$ cat src/rtl/mem_wb_stage_pkg.sv
// Shared encodings and bus widths for the MEM and WB stages.
// EX, MEM and WB all import this so load-op codes stay identical.
package mem_wb_stage_pkg;

    localparam int RegBus     = 32;
    localparam int RegAddrBus = 5;

    localparam logic [RegBus-1:0] ZeroWord = '0;

    typedef enum logic [2:0] {
        LOAD_NONE = 3'd0,
        LOAD_LB   = 3'd1,
        LOAD_LBU  = 3'd2,
        LOAD_LH   = 3'd3,
        LOAD_LHU  = 3'd4,
        LOAD_LW   = 3'd5
    } load_op_e;

endpackage

$ cat src/rtl/mem_wb_stage_load_align.sv
// Load data alignment and extension for the write-back path.
// Also reports halfword/word accesses that are not naturally aligned.
module load_align
    import mem_wb_stage_pkg::*;
(
    input  logic [2:0]        load_op,
    input  logic [1:0]        addr_low,
    input  logic [RegBus-1:0] rdata,
    input  logic [RegBus-1:0] wdata,
    output logic [RegBus-1:0] data,
    output logic              misaligned
);

    logic [7:0]  byte_sel;
    logic [15:0] half_sel;

    // Pick the addressed byte/half, then extend according to the load kind
    always_comb begin
        byte_sel   = rdata[{addr_low, 3'b000} +: 8];
        half_sel   = addr_low[1] ? rdata[31:16] : rdata[15:0];
        data       = wdata;
        misaligned = 1'b0;
        case (load_op)
            LOAD_LB:  data = {{24{byte_sel[7]}}, byte_sel};
            LOAD_LBU: data = {24'h0, byte_sel};
            LOAD_LH: begin
                data       = {{16{half_sel[15]}}, half_sel};
                misaligned = addr_low[0];
            end
            LOAD_LHU: begin
                data       = {16'h0, half_sel};
                misaligned = addr_low[0];
            end
            LOAD_LW: begin
                data       = rdata;
                misaligned = (addr_low != 2'b00);
            end
            default:  data = wdata;
        endcase
    end

endmodule

$ cat src/rtl/mem_wb_stage.sv
// MEM/WB pipeline register driving the register-file write port.
// Handles flush/stall priority, misaligned-load squash and retire count.
module mem_wb_stage
    import mem_wb_stage_pkg::*;
#(
    parameter int CNT_W = 32
) (
    input  logic                  clk,
    input  logic                  rst,
    input  logic                  stall_mem,
    input  logic                  stall_wb,
    input  logic                  flush,
    input  logic                  mem_valid,
    input  logic                  mem_wreg,
    input  logic [RegAddrBus-1:0] mem_wd,
    input  logic [RegBus-1:0]     mem_wdata,
    input  logic [2:0]            mem_load_op,
    input  logic [1:0]            mem_addr_low,
    input  logic [RegBus-1:0]     mem_rdata,
    output logic                  wb_wreg,
    output logic [RegAddrBus-1:0] wb_wd,
    output logic [RegBus-1:0]     wb_wdata,
    output logic                  wb_valid,
    output logic                  load_misalign,
    output logic [CNT_W-1:0]      retire_cnt
);

    logic [RegBus-1:0] align_data;
    logic              align_mis;

    logic                  wreg_q, wreg_d;
    logic [RegAddrBus-1:0] wd_q, wd_d;
    logic [RegBus-1:0]     wdata_q, wdata_d;
    logic                  valid_q, valid_d;
    logic                  mis_q, mis_d;
    logic [CNT_W-1:0]      cnt_q, cnt_d;

    logic bubble;

    load_align u_load_align (
        .load_op    (mem_load_op),
        .addr_low   (mem_addr_low),
        .rdata      (mem_rdata),
        .wdata      (mem_wdata),
        .data       (align_data),
        .misaligned (align_mis)
    );

    // A stalled MEM feeding a free WB leaves a hole; flush wins over all
    assign bubble = flush | (stall_mem & ~stall_wb);

    // Next-state selection: bubble, hold or capture
    always_comb begin
        wreg_d  = wreg_q;
        wd_d    = wd_q;
        wdata_d = wdata_q;
        valid_d = valid_q;
        mis_d   = 1'b0;
        cnt_d   = cnt_q;
        if (bubble) begin
            wreg_d  = 1'b0;
            wd_d    = '0;
            wdata_d = ZeroWord;
            valid_d = 1'b0;
        end else if (!stall_wb) begin
            wreg_d  = mem_valid & mem_wreg
                    & (mem_wd != '0) & ~align_mis;
            wd_d    = mem_wd;
            wdata_d = align_mis ? ZeroWord : align_data;
            valid_d = mem_valid;
            mis_d   = mem_valid & align_mis;
            if (mem_valid) begin
                cnt_d = cnt_q + CNT_W'(1);
            end
        end
    end

    // WB register and retire counter, cleared asynchronously
    always_ff @(posedge clk or negedge rst) begin
        if (!rst) begin
            wreg_q  <= 1'b0;
            wd_q    <= '0;
            wdata_q <= ZeroWord;
            valid_q <= 1'b0;
            mis_q   <= 1'b0;
            cnt_q   <= '0;
        end else begin
            wreg_q  <= wreg_d;
            wd_q    <= wd_d;
            wdata_q <= wdata_d;
            valid_q <= valid_d;
            mis_q   <= mis_d;
            cnt_q   <= cnt_d;
        end
    end

    assign wb_wreg       = wreg_q;
    assign wb_wd         = wd_q;
    assign wb_wdata      = wdata_q;
    assign wb_valid      = valid_q;
    assign load_misalign = mis_q;
    assign retire_cnt    = cnt_q;

endmodule
$ cat config.mk
export PLATFORM = sky130hd
export DESIGN_NAME = mem_wb_stage
export DESIGN_NICKNAME = d
export VERILOG_FILES = /design/src/rtl/mem_wb_stage_pkg.sv /design/src/rtl/mem_wb_stage_load_align.sv /design/src/rtl/mem_wb_stage.sv
export SDC_FILE = /design/constraint.sdc
export NUM_CORES = 1
export LEC_CHECK = 0
export CORE_AREA = 5 5 85 147
export CTS_CLUSTER_SIZE = 28
export DETAILED_ROUTE_END_ITERATION = 7
export DIE_AREA = 0 0 90 152
export PLACE_DENSITY = 0.79
export SYNTH_ARGS = -nofsm -noshare
export SYNTH_HDL_FRONTEND = slang
export SYNTH_HIERARCHICAL = 1
export SYNTH_SLANG_ARGS = --single-unit
$ cat constraint.sdc
create_clock -name clk -period 2.2 [get_ports clk]
set_input_delay 0.44 -clock clk [delete_from_list [all_inputs] [get_ports clk]]
set_output_delay 0.44 -clock clk [all_outputs]
set_load 0.02 [all_outputs]
# Word-level counts from Yosys, hierarchy flattened
# Cells that the tools add are included.
# W data, S select, Z words.
totals:
  regBits: 72
  input_bits: 81
  output_inout_bits: 72
  wordCells: 41
op_classes:
  n_addsub: 1
  eq_ne: 6
  shifts: 1
  muxes: 14
  bitwise_logic: 9
  n_reduce_logical: 4
op_table:
  columns: ["cell", "count"]
  rows:
  - ["$pmux W32 S5", 1]
  - ["$mux W32", 3]
  - ["$add A32 B1 Y32 const B", 1]
  - ["$shiftx A32 B6 Y8", 1]
  - ["$mux W16", 1]
  - ["$mux W5", 2]
  - ["$eq A3 B2 Y1 const B", 2]
  - ["$eq A3 B3 Y1 const B", 2]
  - ["$mux W1", 6]
  - ["$and A1 B1 Y1", 5]
  - ["$reduce_bool A5 Y1", 1]
  - ["$eq A3 B1 Y1 const B", 1]
  - ["$not A1 Y1", 3]
  - ["$reduce_and A3 Y1", 1]
  - ["$ne A2 B1 Y1 const B", 1]
  - ["$pmux W1 S2", 1]
  - ["$reduce_bool A2 Y1", 1]
  - ["$reduce_or A2 Y1", 1]
  - ["$or A1 B1 Y1", 1]

# Logic depth before layout (Yosys ltp)
# Gate-level depths: netlist of the first run.
depth:
  depth_word: 7
  depth_mapped: 8
  mapped_depth_nobuf: 6

# By module
# Netlist of the first run, hierarchy kept.
modules_own_cells:
  columns: ["mod", "instances", "cells_each", "area_per_inst_um2", "seq_area_each_um2"]
  rows:
  - ["mem_wb_stage", 1, 227, 2912.8, 1801.7]
  - ["load_align", 1, 192, 1443.9, 0.0]

# Least setup slack after synthesis of the first run
# Ideal clock, no wire load.
synth_timing:
  path_kind: "input-to-reg"
  from: "in mem_load_op[1]"
  to: "reg wdata_q[0] (netlist: wb_wdata[0])"
  setup_ns: 0.066
  t_arrival_ns: 2.206
  required_time_ns: 2.134
  path_slack_ns: -0.072
  cell_stages: 7
  path_buffers: 4
  cell_sequence: "clkbuf_1 > buf_2 > clkbuf_1 > o31ai_1 > nor4_1 > clkbuf_1 > a22o_1"
synth_via:
  elab_chain_len: 6
  word_cells_on_any_way: 11
  cone_classes: "eq/ne (5); mux (5); reduce/logical (1)"
synth_lines:
  columns: ["item", "line", "text"]
  rows:
  - ["start: declaration", "mem_wb_stage.sv:17", "input logic [2:0] mem_load_op,"]
  - ["$eq A3 B2 Y1 / $eq A3 B3 Y1 (equally long branches)", "mem_wb_stage_load_align.sv:23", "case (load_op)"]
  - ["$reduce_or A2 Y1 (no source line)", null, null]
  - ["$pmux W1 S2 *", "mem_wb_stage_load_align.sv:23", null]
  - ["named net align_mis", "mem_wb_stage.sv:29", "logic align_mis;"]
  - ["$mux W32 *", "mem_wb_stage.sv:69", "wdata_d = align_mis ? ZeroWord : align_data;"]
  - ["$mux W32 *", "mem_wb_stage.sv:65", "end else if (!stall_wb) begin"]
  - ["$mux W32 *", "mem_wb_stage.sv:60", "if (bubble) begin"]
  - ["end signal: assignment", "mem_wb_stage.sv:83", "wdata_q <= ZeroWord;"]
  - ["end signal: assignment", "mem_wb_stage.sv:90", "wdata_q <= wdata_d;"]
  - ["end: declaration", "mem_wb_stage.sv:33", "logic [RegBus-1:0] wdata_q, wdata_d;"]
# Mark *: on every way through the listed nets, which the timed path passes. The rest lies on a longest branch. The select of a mux whose other input is x is not followed.
# A chain may end at the register's enable or synchronous reset.

# Worst setup path in the final report of the first run
layout_timing:
  from: "in mem_valid"
  to: "reg cnt_q[21] (netlist: retire_cnt[21])"
layout_via:
  elab_chain_len: 1
layout_lines:
  columns: ["item", "line", "text"]
  rows:
  - ["start: declaration", "mem_wb_stage.sv:13", "input logic mem_valid,"]
  - ["$reduce_and A3 Y1 (no source line)", null, null]
  - ["end signal: assignment", "mem_wb_stage.sv:93", "cnt_q <= cnt_d;"]
  - ["end: declaration", "mem_wb_stage.sv:36", "logic [CNT_W-1:0] cnt_q, cnt_d;"]
# Every way passes these cells.

==> results_dict.tcl, run 1 <==
set metrics [dict create \
    status "finished clean" \
    drive_above_1_share_pct 16.12 \
    p_sw_share_pct 25.54 \
    synth-edff-count 0 \
    synth.cell_area_mm2 0.004357 \
    slowest_stage "or4b_4" \
    cap_violations 0 \
    finalNetCount 691 \
    fin_crit_ns 2.135 \
    clockBufferDepth 2 \
    antenna_found_initial 0 \
    ir_drop_mv 0.5698 \
    cts_buffers 9 \
    io_buffers 152 \
    max_stage_delay_ns 0.52 \
    grt_pass1_vias 4577 \
    p_int_mw 3.032 \
    reg2reg_to "retire_cnt[27]" \
    grt_max_degree 33 \
    setup_violations 0 \
    yosys_most_used_dff "dfrtp_1" \
    regToRegStartpoint "retire_cnt[11]" \
    die-area_mm2 0.01368 \
    worstSetupStartpoint "mem_valid" \
    gp_routability_congestion 0.9538 \
    tightest_slew_ns 0.6111 \
    wirelength_mm 15.27 \
    cts_tree "done" \
    start_util_pct 38.71 \
    avgSynthCellArea_um2 10.40 \
    switchingPower_mw 1.040 \
    combPwrFrac_pct 22.4 \
    slew_headroom_pct 59.08 \
    avgViaCountPerCell 5.817 \
    die_h_um 152 \
    synth_nets 501 \
    postLayoutCellArea_mm2 0.006814 \
    crit_cells 7 \
    final_cell_mix "clkdlybuf4s50_1 (147), dfrtp_1 (72), a22o_1 (56)" \
    synth_cells 419 \
    p_clk_share_pct 41.9 \
    critPathArrivalTime_ns 2.38 \
    cts.sinks 72 \
    hpwl_mm 12.34 \
    grt_pass1_wl_mm 23.92 \
    track_usage_pct 21.62 \
    dpl_cell_area_mm2 0.006389 \
    ioPinCount 153 \
    crit_required_ns 2.45 \
    path_buf_inv 2 \
    antenna_cells 0 \
    cts_root_buf "clkbuf_16" \
    syn2layout_area_growth_pct 56.40 \
    drc 0 \
    power_mw 4.072 \
    ys_types 47 \
    hold_viol_final 0 \
    fp.dieW_um 90 \
    nFillCells 944 \
    rr_worst_depth 5 \
    critical-path-top-delay-family "simple AND/OR/NAND/NOR gates" \
    period_share_pct 97.03 \
    ys_ff_latch 72 \
    worstSetupEndpointType "flip-flop" \
    tns_ns 0 \
    grt_overflow 0 \
    yosys_warnings 6 \
    crit_path_max_fanout 6 \
    cts.htree.levels 3 \
    max_freq_mhz 468.5 \
    startpoint_type "input port" \
    seqPwrFrac_pct 35.7 \
    crit_end "retire_cnt[21]" \
    clkLatencyLatePin_ns 0.33 \
    layout_commonest_cell "clkdlybuf4s50_1" \
    firstDrtPassIters 5 \
    drtIter0Drc 223 \
    critPathKind "input port to flip-flop" \
    p_leak_nw 3.021 \
    wire_per_inst_um 20.38 \
    rrSetupSlack_ns 0.18 \
    fp-row-count 52 \
    slew_viol_final 0 \
    path_cells "clkdlybuf4s50_1, or4b_4, nor2_8, buf_4, nand3_2, nor3_1, xor2_1" \
    powerDensity_mw_per_mm2 597.6 \
    cts.clk_slew.worst_paths_ns 0.06 \
    drt.antenna.violating_nets 0 \
    min_path_type "input port to asynchronous set/reset pin" \
    core_area_mm2 0.01126 \
    synth-seq-area-share_pct 41.36 \
    vias 4357 \
    finClkSkew_ns 0.005322 \
    synthArstFlopShare_pct 100.0 \
]
-- metal layers --
metal | share of wire [%] | GRT usage [%]
met3 | 6.1 | 4.107
met4 | 4.9 | 11.92
met1 | 35 | 21.86
met5 | 0 | 0
met2 | 54 | 40.57
-- area by class of cell --
| class | instances | area [µm²] | area share [%] |
|---|---|---|---|
| Timing Repair Buffer | 215 | 2073 | 30.43 |
| Multi-Input combinational cell | 308 | 2400 | 35.22 |
| Clock inverter | 5 | 102.6 | 1.506 |
| Clock buffer | 11 | 252.7 | 3.709 |
| Inverter | 3 | 15.01 | 0.2203 |
| Tap cell | 135 | 168.9 | 2.479 |
| Sequential cell | 72 | 1802 | 26.44 |
-- state kept, by name, summed over array words and instances (netlist names) --
signal / count
load_misalign: 1
retire_cnt: 32
wb_wdata: 32
wb_valid: 1
wb_wd: 5
wb_wreg: 1
-- logic make-up (layout without fill, tap and decap cells) --
logic type               after synthesis  in the layout  share of synthesized area (%)
AND/OR/NAND/NOR                      133            133                          16.92
AO/OA/AOI/OAI                        127            127                          24.50
flip-flops                            72             72                          41.36
buffers and inverters                 39            234                          4.308
XOR/XNOR                              31             31                          6.232
multiplexers                          16             16                          6.404
adder cells (fa/ha/maj)                1              1                         0.2871
-- how the worst min path moves through the flow --
stage | endpoint | slack [ns] | cells after the start
5_1_grt | retire_cnt[28] | 0.14 | 1
4_1_cts | retire_cnt[26] | 0.10 | 1
3_3_place_gp | retire_cnt[27] | 0.45 | 1
3_5_place_dp | retire_cnt[26] | 0.45 | 1
2_1_floorplan | load_misalign | 0.14 | 0
6_report | retire_cnt[25] | 0.11 | 1
-- repair_timing --
action,4_1_cts,5_1_grt
hold buffers,0,0
resized for setup,1,10
pin swaps,0,3
endpoints found under the setup margin,1,40
buffers inserted,0,4
cloned,0,0
-- stage by stage --
| stage | cells | util [%] | worst slack (ns) | hold WS [ns] |
|---|---|---|---|---|
| floorplan | 419 | - | 0.06617 | 0.1444 |
| global placement | 729 | 56.76 | -0.3349 | 0.4510 |
| detailed placement | 729 | 56.76 | -0.3771 | 0.4529 |
| CTS | 745 | 59.94 | 0.005001 | 0.1008 |
| global route | 749 | 60.54 | -0.01826 | 0.1376 |
| finish | 749 | 60.54 | 0.06538 | 0.1060 |
-- worst reg2reg max path, cell delays in order (launching register included) --
cell     delay, ns
dfrtp_1       0.44
and4_1        0.34
nand3_1       0.34
nor4b_4       0.45
nand4_1       0.16
xnor2_1       0.15
-- power by group through the flow --
stage,clock network [mW],registers [mW],logic [mW]
floorplan,0,1.53,0.350
global placement,0,1.48,0.888
detailed placement,0,1.48,0.901
CTS,1.74,1.45,0.905
global route,1.78,1.46,0.978
finish,1.71,1.45,0.912
-- synthesized netlist by cell type (4+ instances only) --
| library cell | instances | area share [%] |
|---|---|---|
| a221o_1 | 16 | 3.7 |
| o2bb2ai_1 | 8 | 1.6 |
| a222oi_1 | 8 | 1.8 |
| a22oi_1 | 5 | 0.86 |
| xor2_1 | 8 | 1.6 |
| nand4_1 | 7 | 1.0 |
| mux4_1 | 5 | 3.0 |
| nand3_1 | 39 | 4.5 |
| buf_1 | 4 | 0.34 |
| a21oi_1 | 10 | 1.1 |
| buf_2 | 9 | 1.0 |
| and3_1 | 6 | 0.86 |
| nand2_1 | 37 | 3.2 |
| nor2b_1 | 6 | 0.86 |
| nor2_1 | 17 | 1.5 |
| xnor2_1 | 23 | 4.6 |
| a221oi_1 | 7 | 1.4 |
| o21ai_0 | 9 | 1.0 |
| dfrtp_1 | 72 | 41 |
| mux2i_1 | 8 | 1.8 |
| clkbuf_1 | 19 | 1.6 |
| a22o_1 | 56 | 11 |
| buf_6 | 4 | 1.0 |
Note: power is estimated with default switching activity, not from simulation.
==> run 2, diff against run 1 <==
--- a/config.mk
+++ b/config.mk
@@ -6,10 +6,11 @@
 export NUM_CORES = 1
 export LEC_CHECK = 0
 export CORE_AREA = 5 5 85 147
+export CTS_BUF_LIST = sky130_fd_sc_hd__clkbuf_16
 export CTS_CLUSTER_SIZE = 28
 export DETAILED_ROUTE_END_ITERATION = 7
 export DIE_AREA = 0 0 90 152
-export PLACE_DENSITY = 0.79
+export PLACE_DENSITY_LB_ADDON = 0.12
 export SYNTH_ARGS = -nofsm -noshare
 export SYNTH_HDL_FRONTEND = slang
 export SYNTH_HIERARCHICAL = 1
==> run 2 against run 1 <==
Net effect:
- first-iteration DRC count shrank 7.6%
- highest routed layer unchanged
- cell area decreased by 2.6%
- count of clock-buffer cells in the layout is 2 lower
- largest power group unchanged
==> results_dict.tcl, run 2 (synthesized netlist as in run 1, its figures left out) <==
set metrics [dict create \
    grt_setup_unrepaired "no" \
    cts_root_buf "clkbuf_16" \
    max_freq_mhz 477.8 \
    cts.clk_slew.worst_paths_ns 0.06 \
    tightest_slew_ns 0.7600 \
    ctsHoldBuffers 0 \
    clkLatencyLatePin_ns 0.32 \
    layout_commonest_cell "clkdlybuf4s50_1" \
    critPathArrivalTime_ns 2.36 \
    drc 0 \
    ir_drop_mv 0.5839 \
    gr-max-usage-layer "met2" \
    cap_violations 0 \
    cts_setup_buffers 0 \
    track_usage_pct 21.11 \
    gp_routability_congestion 0.9369 \
    crit_required_ns 2.47 \
    wire_per_inst_um 19.95 \
    worstSetupEndpointType "flip-flop" \
    fin_crit_ns 2.093 \
    final_util_pct 58.99 \
    setup_violations 0 \
    vias 4258 \
    critPathKind "input port to flip-flop" \
    hpwl_mm 11.90 \
    syn2layout_area_growth_pct 52.41 \
    wirelength_mm 14.72 \
    io_buffers 152 \
    slew_headroom_pct 49.33 \
    min_path_type "input port to asynchronous set/reset pin" \
    drtIter0Drc 206 \
    period_share_pct 95.14 \
    core_area_mm2 0.01126 \
    crit_path_max_fanout 13 \
    drt.antenna.violating_nets 0 \
    cts.htree.levels 3 \
    final_cell_mix "clkdlybuf4s50_1 (151), dfrtp_1 (72), a22o_1 (56)" \
    fp.dieW_um 90 \
    met1_usage_pct 21.96 \
    avgViaCountPerCell 5.770 \
    ioPinCount 153 \
    fp-row-count 52 \
    die-area_mm2 0.01368 \
    cts_tree "done" \
    p_leak_nw 2.883 \
    grt_overflow 0 \
    antenna_found_initial 0 \
    clockBufferDepth 2 \
    startpoint_type "input port" \
    use_met3_pct 3.513 \
    antenna_cells 0 \
    cts.sinks 72 \
    grt_pass1_wl_mm 23.34 \
    hold_viol_final 0 \
    power_mw 3.892 \
    grt_use_met2_pct 38.76 \
    cts_buffers 9 \
    start_util_pct 38.71 \
    status "finished clean" \
    finClkSkew_ns 0.005608 \
    die_h_um 152 \
    grt_pass1_vias 4482 \
    finalNetCount 680 \
    drive_above_1_share_pct 14.26 \
    slew_viol_final 0 \
    powerDensity_mw_per_mm2 586.1 \
    firstDrtPassIters 4 \
    grt_max_degree 46 \
    tns_ns 0 \
]
## run 2: what timing repair did
item / 4_1_cts / 5_1_grt
hold endpoints to repair: 0 / 0
setup endpoints to repair: 0 / 18
resized for setup: 0 / 2
## run 2: through the flow
stage / hold WS, ns / area [µm²] / std cells / setup slack (ns)
after floorplan: 0.1444 / 4363 / 419 / 0.06617
after global placement: 0.3884 / 6314 / 722 / -0.2305
after detailed placement: 0.3918 / 6314 / 722 / -0.2885
after CTS: 0.03698 / 6634 / 738 / 0.05314
after global routing: 0.04888 / 6640 / 738 / 0.01842
final: 0.03384 / 6640 / 738 / 0.1069
## run 2: critical path: stages
cell and delay (ns):
clkdlybuf4s50_1 0.49, buf_4 0.23, o22ai_1 0.62, a221oi_1 0.23
o21ai_0 0.21, a22o_1 0.14
## run 2: routing by layer
metal	part of all wire, %	wire length (µm)
met3	5.3	786
met4	5.4	788
met2	54	7989
met5	0	0
met1	35	5155
## run 2: final timing paths
kind | from | cells past startpoint | slack (ns) | to
setup / recovery | mem_addr_low[1] | 6 | 0.11 | wb_wdata[2]
max in group asynchronous | rst | 2 | 1.59 | wb_wdata[7]
hold reg to reg | retire_cnt[31] | 1 | 0.47 | retire_cnt[31]
setup reg to reg | retire_cnt[11] | 5 | 0.37 | retire_cnt[27]
hold / removal | rst | 1 | 0.03 | retire_cnt[30]
min in group clk | retire_cnt[31] | 1 | 0.47 | retire_cnt[31]
## run 2: layout make-up
type                            instances  area [µm²]
Tap cell                              135       168.9
Clock inverter                          7       95.09
Multi-Input combinational cell        308        2391
Inverter                                3       11.26
Sequential cell                        72        1802
Fill cell                             990        4616
Timing Repair Buffer                  204        1947
Clock buffer                            9       225.2
## run 2: power by group
part	switching [mW]	total (mW)	internal [mW]
clock network	0.557	1.55	0.992
registers	0.0695	1.45	1.38
logic	0.424	0.890	0.466
==> run 3, diff against run 2 <==
--- a/config.mk
+++ b/config.mk
@@ -5,12 +5,12 @@
 export SDC_FILE = /design/constraint.sdc
 export NUM_CORES = 1
 export LEC_CHECK = 0
-export CORE_AREA = 5 5 85 147
+export CORE_AREA = 5 5 111 113
 export CTS_BUF_LIST = sky130_fd_sc_hd__clkbuf_16
 export CTS_CLUSTER_SIZE = 28
 export DETAILED_ROUTE_END_ITERATION = 7
-export DIE_AREA = 0 0 90 152
-export PLACE_DENSITY_LB_ADDON = 0.12
+export DIE_AREA = 0 0 116 118
+export PLACE_DENSITY = 0.82
 export SYNTH_ARGS = -nofsm -noshare
 export SYNTH_HDL_FRONTEND = slang
 export SYNTH_HIERARCHICAL = 1
==> run 3 against run 2 <==
Net effect:
- cell area increased by 0.73%
- power increased by 0.76%
- critical endpoint is now wb_wdata[8]
- combinational power increased by 1%
- sequential cell count unchanged
- sequential power about the same
- core utilization increased by 0.61 points
- clock power about the same
- largest power group unchanged
- wire length increased by 0.88%
- non-clock buffer count increased by 3
- sequential share of layout area decreased by 0.20 points
==> results_dict.tcl, run 3 (synthesized netlist as in run 1, its figures left out) <==
set metrics [dict create \
    status "finished clean" \
    worst_slack_ns 0.1190 \
    start_util_pct 38.82 \
    crit_path_max_fanout 8 \
    antenna_cells 0 \
    wire_per_inst_um 19.83 \
    topRoutingLayerUsed "met4" \
    die-area_mm2 0.01369 \
    fp-row-count 39 \
    grt_pass1_vias 4353 \
    layout_commonest_cell "clkdlybuf4s50_1" \
    nFillCells 928 \
    firstDrtPassIters 5 \
    syn2layout_area_growth_pct 53.53 \
    drtIter0Drc 445 \
    ioPinCount 153 \
    startpoint_type "input port" \
    worstSetupEndpointType "flip-flop" \
    io_buffers 152 \
    grt_setup_unrepaired "no" \
    fp.dieW_um 116 \
    grt_pass1_wl_mm 23.01 \
    critPathArrivalTime_ns 2.30 \
    wirelength_mm 14.85 \
    critPathKind "input port to flip-flop" \
    core_area_mm2 0.01122 \
    setup_violations 0 \
    die_h_um 118 \
    slew_viol_final 0 \
    cts.sinks 72 \
    crit_required_ns 2.42 \
    antenna_found_initial 0 \
    finalNetCount 683 \
    finClkSkew_ns 0.006721 \
    grt_max_degree 54 \
    clkLatencyLatePin_ns 0.33 \
    avgViaCountPerCell 5.836 \
    cts_root_buf "clkbuf_16" \
    tns_ns 0 \
    wl_met3_mm 1.064 \
    period_share_pct 94.59 \
    hpwl_mm 11.66 \
    track_usage_pct 21.48 \
    clockBufferDepth 2 \
    cap_violations 0 \
    vias 4371 \
    route.met2.wl_mm 7.108 \
    cts.htree.levels 3 \
    grt_overflow 0 \
    min_path_type "input port to asynchronous set/reset pin" \
    wl_met1_mm 6.171 \
    gp_routability_congestion 0.8998 \
    cts_buffers 9 \
    cts_tree "done" \
    final_util_pct 59.60 \
    cts.clk_slew.worst_paths_ns 0.06 \
    ir_drop_mv 0.4029 \
    max_freq_mhz 480.5 \
    slew_headroom_pct 60.33 \
    power_mw 3.922 \
    drt.antenna.violating_nets 0 \
    hold_viol_final 0 \
    cts_setup_buffers 0 \
    drc 0 \
    ctsHoldBuffers 0 \
    tightest_slew_ns 0.5924 \
    final_cell_mix "clkdlybuf4s50_1 (150), dfrtp_1 (72), a22o_1 (56)" \
    powerDensity_mw_per_mm2 586.3 \
    drive_above_1_share_pct 14.85 \
    fin_crit_ns 2.081 \
    p_leak_nw 2.923 \
    place_ws_ns -0.3039 \
]
-- run 3: what timing repair did --
action	CTS	global route
endpoints found under the setup margin	0	20
hold endpoints to repair	0	0
gates resized for setup	0	4
-- run 3: worst paths after layout --
path | from | end | slack (ns) | cells after the start
min in group clk | retire_cnt[6] | retire_cnt[6] | 0.49 | 1
hold / removal | rst | retire_cnt[2] | 0.06 | 1
setup / recovery | mem_load_op[0] | wb_wdata[8] | 0.12 | 7
max in group asynchronous | rst | retire_cnt[23] | 1.50 | 2
setup reg to reg | retire_cnt[11] | retire_cnt[26] | 0.40 | 6
hold reg to reg | retire_cnt[6] | retire_cnt[6] | 0.49 | 1
-- run 3: power breakdown --
| group | internal, mW | total [mW] | leakage, nW | switching, mW |
|---|---|---|---|---|
| logic | 0.470 | 0.902 | 1.77 | 0.432 |
| clock network | 0.994 | 1.57 | 0.156 | 0.577 |
| registers | 1.38 | 1.45 | 0.993 | 0.0661 |
| total | 2.85 | 3.92 | 2.92 | 1.07 |
-- run 3: metal layers --
| layer | global-route usage (%) | vias up |
|---|---|---|
| met4 | 8.847 | 0 |
| li1 | - | 2009 |
| met2 | 34.64 | 228 |
| met1 | 27.39 | 2087 |
| met3 | 5.090 | 47 |
| met5 | 0 | - |
-- run 3: through the flow --
step / instance area, µm² / cells / hold slack [ns]
2_1_floorplan: 4363 / 419 / 0.1444
3_3_place_gp: 6356 / 733 / 0.4114
3_5_place_dp: 6356 / 733 / 0.4243
4_1_cts: 6676 / 749 / 0.06473
5_1_grt: 6689 / 749 / 0.08819
6_report: 6689 / 749 / 0.06139
-- run 3: area by class of cell --
cell class              instances  area, µm²  share of cell area, %
clock buffers                   9      225.2                  3.367
well taps                     143      178.9                  2.675
clock inverters                 7      95.09                  1.422
multi-input cells             308       2391                  35.75
flip-flops and latches         72       1802                  26.94
inverters                       3      11.26                 0.1684
repair buffers                207       1986                  29.69
-- run 3: worst max-delay path, stage by stage --
cell and delay, ns:
clkdlybuf4s50_1 0.63, buf_4 0.17, o21ba_2 0.14, nor2_1 0.13, a222oi_1 0.47, nand2_1 0.10
a22o_1 0.20
